### src/rtl/ifetch_biu_if.sv
// Instruction-fetch handshake bundle between the core fetch unit (master) and
// the fetch bus interface unit (slave).
interface ifetch_if #(
  parameter int AW = 32,
  parameter int DW = 32
) ();
  logic          req_vld;
  logic          req_rdy;
  logic [AW-1:0] req_pc;
  logic          rsp_vld;
  logic          rsp_rdy;
  logic [DW-1:0] rsp_ir;

  modport slave (
    input  req_vld, req_pc, rsp_rdy,
    output req_rdy, rsp_vld, rsp_ir
  );

  modport master (
    output req_vld, req_pc, rsp_rdy,
    input  req_rdy, rsp_vld, rsp_ir
  );
endinterface

### src/rtl/ifetch_biu.sv
// Fetch responder: issues reads to a fixed-latency instruction memory and returns words
// in order through a credit-protected FIFO. Define IFETCH_BIU_PERF_CNT_EN for stall/fetch counters.
module ifetch_biu #(
  parameter int AW     = 32,
  parameter int DW     = 32,
  parameter int RD_LAT = 1,
  parameter int DEPTH  = 2
) (
  input  logic          clk,
  input  logic          rst,
  ifetch_if.slave       ifetch,
  output logic          mem_en,
  output logic [AW-3:0] mem_addr,
  input  logic [DW-1:0] mem_rdata
`ifdef IFETCH_BIU_PERF_CNT_EN
  ,
  output logic [31:0]   stall_cnt,
  output logic [31:0]   fetch_cnt
`endif
);

  localparam int CW = $clog2(DEPTH + 1);
  localparam int PW = (DEPTH > 1) ? $clog2(DEPTH) : 1;

  logic              accept;
  logic              push;
  logic              pop;
  logic              fifo_full;

  logic [RD_LAT-1:0] pipe_vld_reg;
  logic [RD_LAT-1:0] pipe_vld_next;
  logic [CW-1:0]     inflight_reg;
  logic [CW-1:0]     inflight_next;
  logic [CW-1:0]     fifo_cnt_reg;
  logic [CW-1:0]     fifo_cnt_next;
  logic [PW-1:0]     wr_ptr_reg;
  logic [PW-1:0]     wr_ptr_next;
  logic [PW-1:0]     rd_ptr_reg;
  logic [PW-1:0]     rd_ptr_next;
  logic              req_rdy_reg;
  logic              req_rdy_next;
  logic              rsp_vld_reg;
  logic [DW-1:0]     rsp_ir_reg;
  logic [DW-1:0]     head_next;
  logic [DW-1:0]     fifo_mem [DEPTH];
  logic              unused_pc_lsb;

  function automatic logic [PW-1:0] ptr_inc(input logic [PW-1:0] p);
    return (p == PW'(DEPTH - 1)) ? '0 : p + PW'(1);
  endfunction

  assign accept        = ifetch.req_vld & req_rdy_reg;
  assign push          = pipe_vld_reg[RD_LAT-1];
  assign pop           = rsp_vld_reg & ifetch.rsp_rdy;
  assign fifo_full     = (fifo_cnt_reg == CW'(DEPTH));
  assign unused_pc_lsb = ^ifetch.req_pc[1:0];

  assign mem_en   = accept;
  assign mem_addr = accept ? ifetch.req_pc[AW-1:2] : '0;

  assign ifetch.req_rdy = req_rdy_reg;
  assign ifetch.rsp_vld = rsp_vld_reg;
  assign ifetch.rsp_ir  = rsp_ir_reg;

  // Read-valid shift register: stage RD_LAT-1 lines up with mem_rdata.
  assign pipe_vld_next[0] = accept;
  generate
    for (genvar gi = 1; gi < RD_LAT; gi++) begin : g_pipe
      assign pipe_vld_next[gi] = pipe_vld_reg[gi-1];
    end
  endgenerate

  always_comb begin
    inflight_next = inflight_reg;
    case ({accept, push})
      2'b10:   inflight_next = inflight_reg + CW'(1);
      2'b01:   inflight_next = inflight_reg - CW'(1);
      default: inflight_next = inflight_reg;
    endcase

    fifo_cnt_next = fifo_cnt_reg;
    case ({push, pop})
      2'b10:   fifo_cnt_next = fifo_cnt_reg + CW'(1);
      2'b01:   fifo_cnt_next = fifo_cnt_reg - CW'(1);
      default: fifo_cnt_next = fifo_cnt_reg;
    endcase

    wr_ptr_next = push ? ptr_inc(wr_ptr_reg) : wr_ptr_reg;
    rd_ptr_next = pop  ? ptr_inc(rd_ptr_reg) : rd_ptr_reg;

    // A word written this cycle is not yet in the array, so forward it when it becomes the head.
    head_next = (push && (wr_ptr_reg == rd_ptr_next)) ? mem_rdata : fifo_mem[rd_ptr_next];

    // Ready is a pure function of next-state credit, never of req_vld/rsp_rdy directly.
    req_rdy_next = (({1'b0, inflight_next} + {1'b0, fifo_cnt_next}) < (CW+1)'(DEPTH));
  end

  always_ff @(posedge clk) begin
    if (push) begin
      fifo_mem[wr_ptr_reg] <= mem_rdata;
    end
  end

  always_ff @(posedge clk or posedge rst) begin
    if (rst) begin
      pipe_vld_reg <= '0;
      inflight_reg <= '0;
      fifo_cnt_reg <= '0;
      wr_ptr_reg   <= '0;
      rd_ptr_reg   <= '0;
      req_rdy_reg  <= 1'b0;
      rsp_vld_reg  <= 1'b0;
      rsp_ir_reg   <= '0;
    end else begin
      pipe_vld_reg <= pipe_vld_next;
      inflight_reg <= inflight_next;
      fifo_cnt_reg <= fifo_cnt_next;
      wr_ptr_reg   <= wr_ptr_next;
      rd_ptr_reg   <= rd_ptr_next;
      req_rdy_reg  <= req_rdy_next;
      rsp_vld_reg  <= (fifo_cnt_next != '0);
      if (fifo_cnt_next != '0) begin
        rsp_ir_reg <= head_next;
      end
    end
  end

`ifdef IFETCH_BIU_PERF_CNT_EN
  logic [31:0] stall_cnt_reg;
  logic [31:0] fetch_cnt_reg;

  always_ff @(posedge clk or posedge rst) begin
    if (rst) begin
      stall_cnt_reg <= '0;
      fetch_cnt_reg <= '0;
    end else begin
      if (ifetch.req_vld && !req_rdy_reg) begin
        stall_cnt_reg <= stall_cnt_reg + 32'd1;
      end
      if (accept) begin
        fetch_cnt_reg <= fetch_cnt_reg + 32'd1;
      end
    end
  end

  assign stall_cnt = stall_cnt_reg;
  assign fetch_cnt = fetch_cnt_reg;
`endif

`ifndef SYNTHESIS
  // Credit accounting guarantees a free slot for every returning read.
  a_no_overflow: assert property (@(posedge clk) disable iff (rst) !(push && fifo_full));
`endif

endmodule

### src/flat_wrapper.sv
// flat-port wrapper written by rule: the top's interface ports become plain ports
module ifetch_biu_flat 
#(
  parameter int AW     = 32,
  parameter int DW     = 32,
  parameter int RD_LAT = 1,
  parameter int DEPTH  = 2
)
  (clk, rst, mem_en, mem_addr, mem_rdata, ifetch_req_vld, ifetch_req_pc, ifetch_rsp_rdy, ifetch_req_rdy, ifetch_rsp_vld, ifetch_rsp_ir);
  ifetch_if #(.AW(AW), .DW(DW)) ifetch_i ();
  input  logic clk;
  input  logic rst;
  output logic mem_en;
  output logic [AW-3:0] mem_addr;
  input  logic [DW-1:0] mem_rdata;
  input wire logic [$bits(ifetch_i.req_vld)-1:0] ifetch_req_vld;
  input wire logic [$bits(ifetch_i.req_pc)-1:0] ifetch_req_pc;
  input wire logic [$bits(ifetch_i.rsp_rdy)-1:0] ifetch_rsp_rdy;
  output wire logic [$bits(ifetch_i.req_rdy)-1:0] ifetch_req_rdy;
  output wire logic [$bits(ifetch_i.rsp_vld)-1:0] ifetch_rsp_vld;
  output wire logic [$bits(ifetch_i.rsp_ir)-1:0] ifetch_rsp_ir;
  assign ifetch_i.req_vld = ifetch_req_vld;
  assign ifetch_i.req_pc = ifetch_req_pc;
  assign ifetch_i.rsp_rdy = ifetch_rsp_rdy;
  assign ifetch_req_rdy = ifetch_i.req_rdy;
  assign ifetch_rsp_vld = ifetch_i.rsp_vld;
  assign ifetch_rsp_ir = ifetch_i.rsp_ir;
  ifetch_biu #(.AW(AW), .DW(DW), .RD_LAT(RD_LAT), .DEPTH(DEPTH)) u_core (.clk(clk), .rst(rst), .ifetch(ifetch_i), .mem_en(mem_en), .mem_addr(mem_addr), .mem_rdata(mem_rdata));
endmodule
### config.mk
export PLATFORM = sky130hd
export DESIGN_NAME = ifetch_biu_flat
export DESIGN_NICKNAME = d
export VERILOG_FILES = /design/src/rtl/ifetch_biu_if.sv /design/src/rtl/ifetch_biu.sv /design/src/flat_wrapper.sv
export SDC_FILE = /design/constraint.sdc
export NUM_CORES = 1
export LEC_CHECK = 0
export CAP_MARGIN = 20
export CORE_UTILIZATION = 45
export DETAILED_ROUTE_END_ITERATION = 12
export GPL_TIMING_DRIVEN = 0
export PLACE_DENSITY = 0.83
export SYNTH_ARGS = -nofsm -noshare
export SYNTH_HDL_FRONTEND = slang
export SYNTH_SLANG_ARGS = --single-unit
### constraint.sdc
create_clock -name clk -period 5.1 [get_ports clk]
set_clock_uncertainty 0.2 [all_clocks]
set_input_delay 0.51 -clock clk [delete_from_list [all_inputs] [get_ports clk]]
set_output_delay 0.51 -clock clk [all_outputs]
set_load 0.03 [all_outputs]
# Word level (Yosys, flattened, before mapping)
# Memory sizes are Yosys's and may differ from the RTL's. A register that Yosys moved wholly into a read port is not among the register bits.
# Index checks and enable logic that the tools add are counted.
# W data, S select, Z words.
totals:
  in_bits: 68
  mem_bits_rw: 64
  mem_count: 1
  output_inout_bits: 65
  regBits: 9
  wordCells: 31
mem_list:
  columns: ["memory", "words", "width", "rd", "rd_clocked_by_memory_dff", "write_ports", "line", "rtl"]
  rows:
  - ["u_core.fifo_mem", 2, 32, 1, 1, 1, "ifetch_biu.sv:45", "logic [DW-1:0] fifo_mem [DEPTH];"]
classes:
  reduce_logical: 1
  add_sub_neg: 7
  n_mux: 8
  n_bitwise: 2
  n_lt_le_gt_ge: 1
  n_eq_ne: 4
ops:
  columns: ["operator", "count"]
  rows:
  - ["$mux W30", 1]
  - ["$pmux W2 S2", 2]
  - ["$mux W1", 5]
  - ["$add A2 B1 Y2 const B", 2]
  - ["$eq A2 B1 Y1 const B", 2]
  - ["$eq A2 B2 Y1 const B", 2]
  - ["$sub A2 B1 Y2 const B", 2]
  - ["$add A2 B2 Y3", 1]
  - ["$lt A3 B2 Y1 const B", 1]
  - ["$add A1 B1 Y1 const B", 2]
  - ["$and A1 B1 Y1", 2]
  - ["$reduce_bool A2 Y1", 1]

# Longest topological paths before layout
logic_depth:
  word_depth: 5
  mapped_depth: 10
  mapped_depth_nobuf: 8

# Worst setup path after synthesis
# Ideal clock, no wire load.
synth_path:
  kind: "register -> register"
  from: "register u_core.pipe_vld_reg"
  to: "memory u_core.fifo_mem[0][0] (enable)"
  slack_ns: 2.109
  setup_ns: 0.421
  n_path_buf: 2
  path_stages_with_launch: 5
  arrival_ns: 2.370
  cell_sequence: "dfrtp_1 -> clkbuf_1 -> clkinv_1 -> clkbuf_1 -> nor2_1"
synth_between:
  elab_chain_len: 2
synth_lines:
  columns: ["element", "line", "rtl"]
  rows:
  - ["from (decl)", "ifetch_biu.sv:30", "logic [RD_LAT-1:0] pipe_vld_reg;"]
  - ["from (signal assigned)", "ifetch_biu.sv:115", "pipe_vld_reg <= pipe_vld_next;"]
  - ["$mux W1", "ifetch_biu.sv:99", "if (push) begin"]
  - ["$mux W1 (implied by the code)", "ifetch_biu.sv:100", "fifo_mem[wr_ptr_reg] <= mem_rdata;"]
  - ["to (decl)", "ifetch_biu.sv:45", null]
# No other way between the ends.

# Worst setup path in the final report
layout_path:
  from: "register u_core.pipe_vld_reg"
  to: "register u_core.rsp_ir_reg[12] (netlist: u_core.ifetch.rsp_ir[12]), read port of u_core.fifo_mem"
layout_between:
  elab_chain_len: 3
  word_cells_on_any_way: 4
  classes_between: "eq/ne (2); mux (1); reduce/logical (1)"
layout_lines:
  columns: ["element", "line", "rtl"]
  rows:
  - ["$eq A2 B1 Y1 / $eq A2 B2 Y1 (equally long branches)", "ifetch_biu.sv:82", "case ({push, pop})"]
  - ["$pmux W2 S2 (*)", "ifetch_biu.sv:82", null]
  - ["$reduce_bool A2 Y1 (*)", "ifetch_biu.sv:122", "if (fifo_cnt_next != '0) begin"]
  - ["to (decl)", "ifetch_biu.sv:43", "logic [DW-1:0] rsp_ir_reg;"]
# Every way passes the cells marked *; elsewhere a longest branch is shown, timed or not.
# A chain may end at the register's enable or synchronous reset.

==> reports/metrics.cfg <==
[yosys]
yosys.area.top_type_share_pct = 39.5
synth.net_count = 436
synth_area_mm2 = 0.00487
yosys_warnings = 0
synth.top_cells.by_area = edfxtp_1 (39%), dfrtp_1 (21%), a221oi_2 (8.3%)
synth_cells = 365
yosys.area.top_type = edfxtp_1
async_reset_ff_share_pct = 39.0
ys.flop_type = edfxtp_1
ys_ff_latch = 105
synth_edf_count = 64
yosysSeqAreaShare_pct = 60.5
syn_avg_cell_area_um2 = 13.3
netlist_top_cells_count = edfxtp_1 (64), and3_1 (62), dfrtp_1 (41), nand2_1 (35), nor3_1 (32)
yosys.cell_count.top_type = edfxtp_1
yosysUniqueCellTypes = 31

[worst_setup_path]
r2r-start = u_core.pipe_vld_reg$_DFF_PP0_
cp.required_ns = 5.14
crit_start = u_core.pipe_vld_reg$_DFF_PP0_
critPathMaxFanout = 10
max_stage_delay_ns = 0.46
crit_path_start_kind = register
end_kind = register
critPathMostFrequentCell = clkbuf_1
arrival_ns = 3.43
critical-path-slowest-cell = ha_1
worstSetupPathType = reg2reg
cp_cell_sequence = clkbuf_1 > clkinv_1 > clkbuf_1 > ha_1 > and4bb_1 > or3_4 > buf_6 > clkbuf_1 > nand2_1 > o31ai_1

[timing]
worstMarginPinSlew_ns = 0.955
finalHoldViolCount = 0
rsz0062_at_grt = no
finalSetupTns_ns = 0
slew-limit-headroom_pct = 36.2
min_period_ns = 3.39
fmax_ghz = 0.295
period_share_pct = 66.4
slew_violations = 0
fin_ws_ns = 1.71
setup_viol = 0

[cts]
postCtsSetupRepairBufs = 0
root_buffer = clkbuf_8
cts.sinks = 105
cts_tree = yes
clockBufferDepth = 2
htreeDepth = 3
clkLatencyLatePin_ns = 0.37
cts_made_buffers = 9
cts_resized = 0
path_clk_slew_ns = 0.10
postCtsHoldBufs = 0

[outcome]
status = completed

[finish]
multi_input_area_mm2 = 0.00172
fin_area_mm2 = 0.00655
drive_above_1_share_pct = 16.8
final_nets = 578
n_fill_cell = 817
largest_register_ffs = 64
syn2layout_area_growth_pct = 34.5
insertedDiodeCount = 0
seqCellArea_mm2 = 0.00295

[pwr]
max-vdd-ir-drop_v = 0.000329
p_leak_nw = 2.49
powerDensity_mw_per_mm2 = 640

[die]
ioPinCount = 133
initial_core_util_pct = 46.7
fp.dieH_um = 106
die_x_um = 106
fp-row-count = 37
core_mm2 = 0.0104
dieArea_mm2 = 0.0112

[routing]
wire_per_inst_um = 18.9
via_per_inst = 5.60
drc = 0
first_pass_iters = 4
vias = 3628
drt_wl_total_mm = 12.2
ant_nets = 0
drtIter0Drc = 225

[grt]
grt_pass1_vias = 3697
grt_pass1_wl_mm = 19.4
grt_start_max_net_pins = 33
gr-total-overflow = 0
antenna_found_initial = 0
track_usage_pct = 22.5

[min_path]
hp-class = in2async

[placement]
dp_hpwl_mm = 8.83
routabilityCongestion = 0.734
pre_cts_slack_ns = 1.70
numPortBuffers = 130
dpl_cell_area_mm2 = 0.00637

[job]
drv_cap = 0

## cell type report
| class | count | area share (%) |
|---|---|---|
| flip-flops and latches | 105 | 45.0 |
| multi-input cells | 218 | 26.3 |
| repair buffers | 131 | 20.2 |
| plain buffers | 36 | 2.79 |
| well taps | 136 | 2.60 |
| clock buffers | 10 | 1.95 |
| clock inverters | 6 | 0.765 |
| inverters | 6 | 0.344 |
## kinds of logic (layout without fill, tap and decap cells)
| family | after synthesis | in the layout | synth area share (%) |
|---|---|---|---|
| AND/OR/NAND/NOR | 140 | 140 | 15.6 |
| flip-flops | 105 | 105 | 60.5 |
| AO/OA/AOI/OAI | 65 | 65 | 16.4 |
| buffers and inverters | 42 | 189 | 4.21 |
| XOR/XNOR | 10 | 10 | 2.26 |
| adder cells (fa/ha/maj) | 3 | 3 | 0.925 |
## worst max-delay path, delay by kind of cell, from the launching register on
kind | cells | cell delay (ns)
fa+ha+maj | 1 | 0.46
flops | 1 | 0.36
simple gates | 3 | 0.75
buf+inv | 5 | 1.41
compound gates | 1 | 0.08
## layer usage
metal / vias up / share of wire (%) / global-route usage (%)
met4: 0 / 1.3 / 6.35
met3: 12 / 6.2 / 4.54
met1: 1786 / 39 / 25.9
li1: 1682 / - / -
met5: - / 0 / 0
met2: 148 / 54 / 42.2
## cells in the final DEF, fill, tap and decap left out, types with 3 or more instances in the layout
master,Yosys,final
dfrtp_1,41,41
inv_1,4,3
o31ai_2,20,20
clkbuf_1,19,20
clkbuf_8,0,9
o31ai_1,12,12
clkdlybuf4s50_1,0,130
xnor2_1,4,4
edfxtp_1,64,64
a221oi_2,27,27
and3_1,62,62
a221oi_1,5,5
xor2_1,3,3
buf_2,8,8
nand2_1,35,35
nor3_1,32,32
buf_1,3,3
buf_6,4,4
## path summary, 6_finish.rpt
| kind | end | slack (ns) | cells after the start |
|---|---|---|---|
| worst max-delay path | u_core.ifetch.rsp_ir[12]$_DFFE_PP0P_ | 1.71 | 10 |
| worst min-delay path | u_core.inflight_reg[0]$_DFF_PP0_ | 0.26 | 2 |
| worst max register to register | u_core.ifetch.rsp_ir[12]$_DFFE_PP0P_ | 1.71 | 10 |
| worst min register to register | u_core.inflight_reg[1]$_DFF_PP0_ | 0.27 | 1 |
| max in group asynchronous | u_core.ifetch.rsp_ir[19]$_DFFE_PP0P_ | 3.95 | 3 |
| min in group clk | u_core.inflight_reg[1]$_DFF_PP0_ | 0.27 | 1 |
## metrics by stage
stage	hold WS (ns)	power [mW]	std cells	util (%)
6_report	0.256	4.19	648	62.8
4_1_cts	0.261	4.21	648	62.8
2_1_floorplan	0.236	2.95	365	-
5_1_grt	0.285	4.44	648	62.8
3_5_place_dp	0.250	3.74	632	61.1
3_3_place_gp	0.249	3.65	631	60.9
## power by group
| group | internal, mW | switching (mW) | leakage (nW) | total [mW] |
|---|---|---|---|---|
| sequential | 1.17 | 0.136 | 1.08 | 1.30 |
| combinational | 0.973 | 1.43 | 1.33 | 2.40 |
| clock | 0.185 | 0.298 | 0.0892 | 0.483 |
| total | 2.32 | 1.86 | 2.49 | 4.19 |
Note: power is estimated with default switching activity, not from simulation.
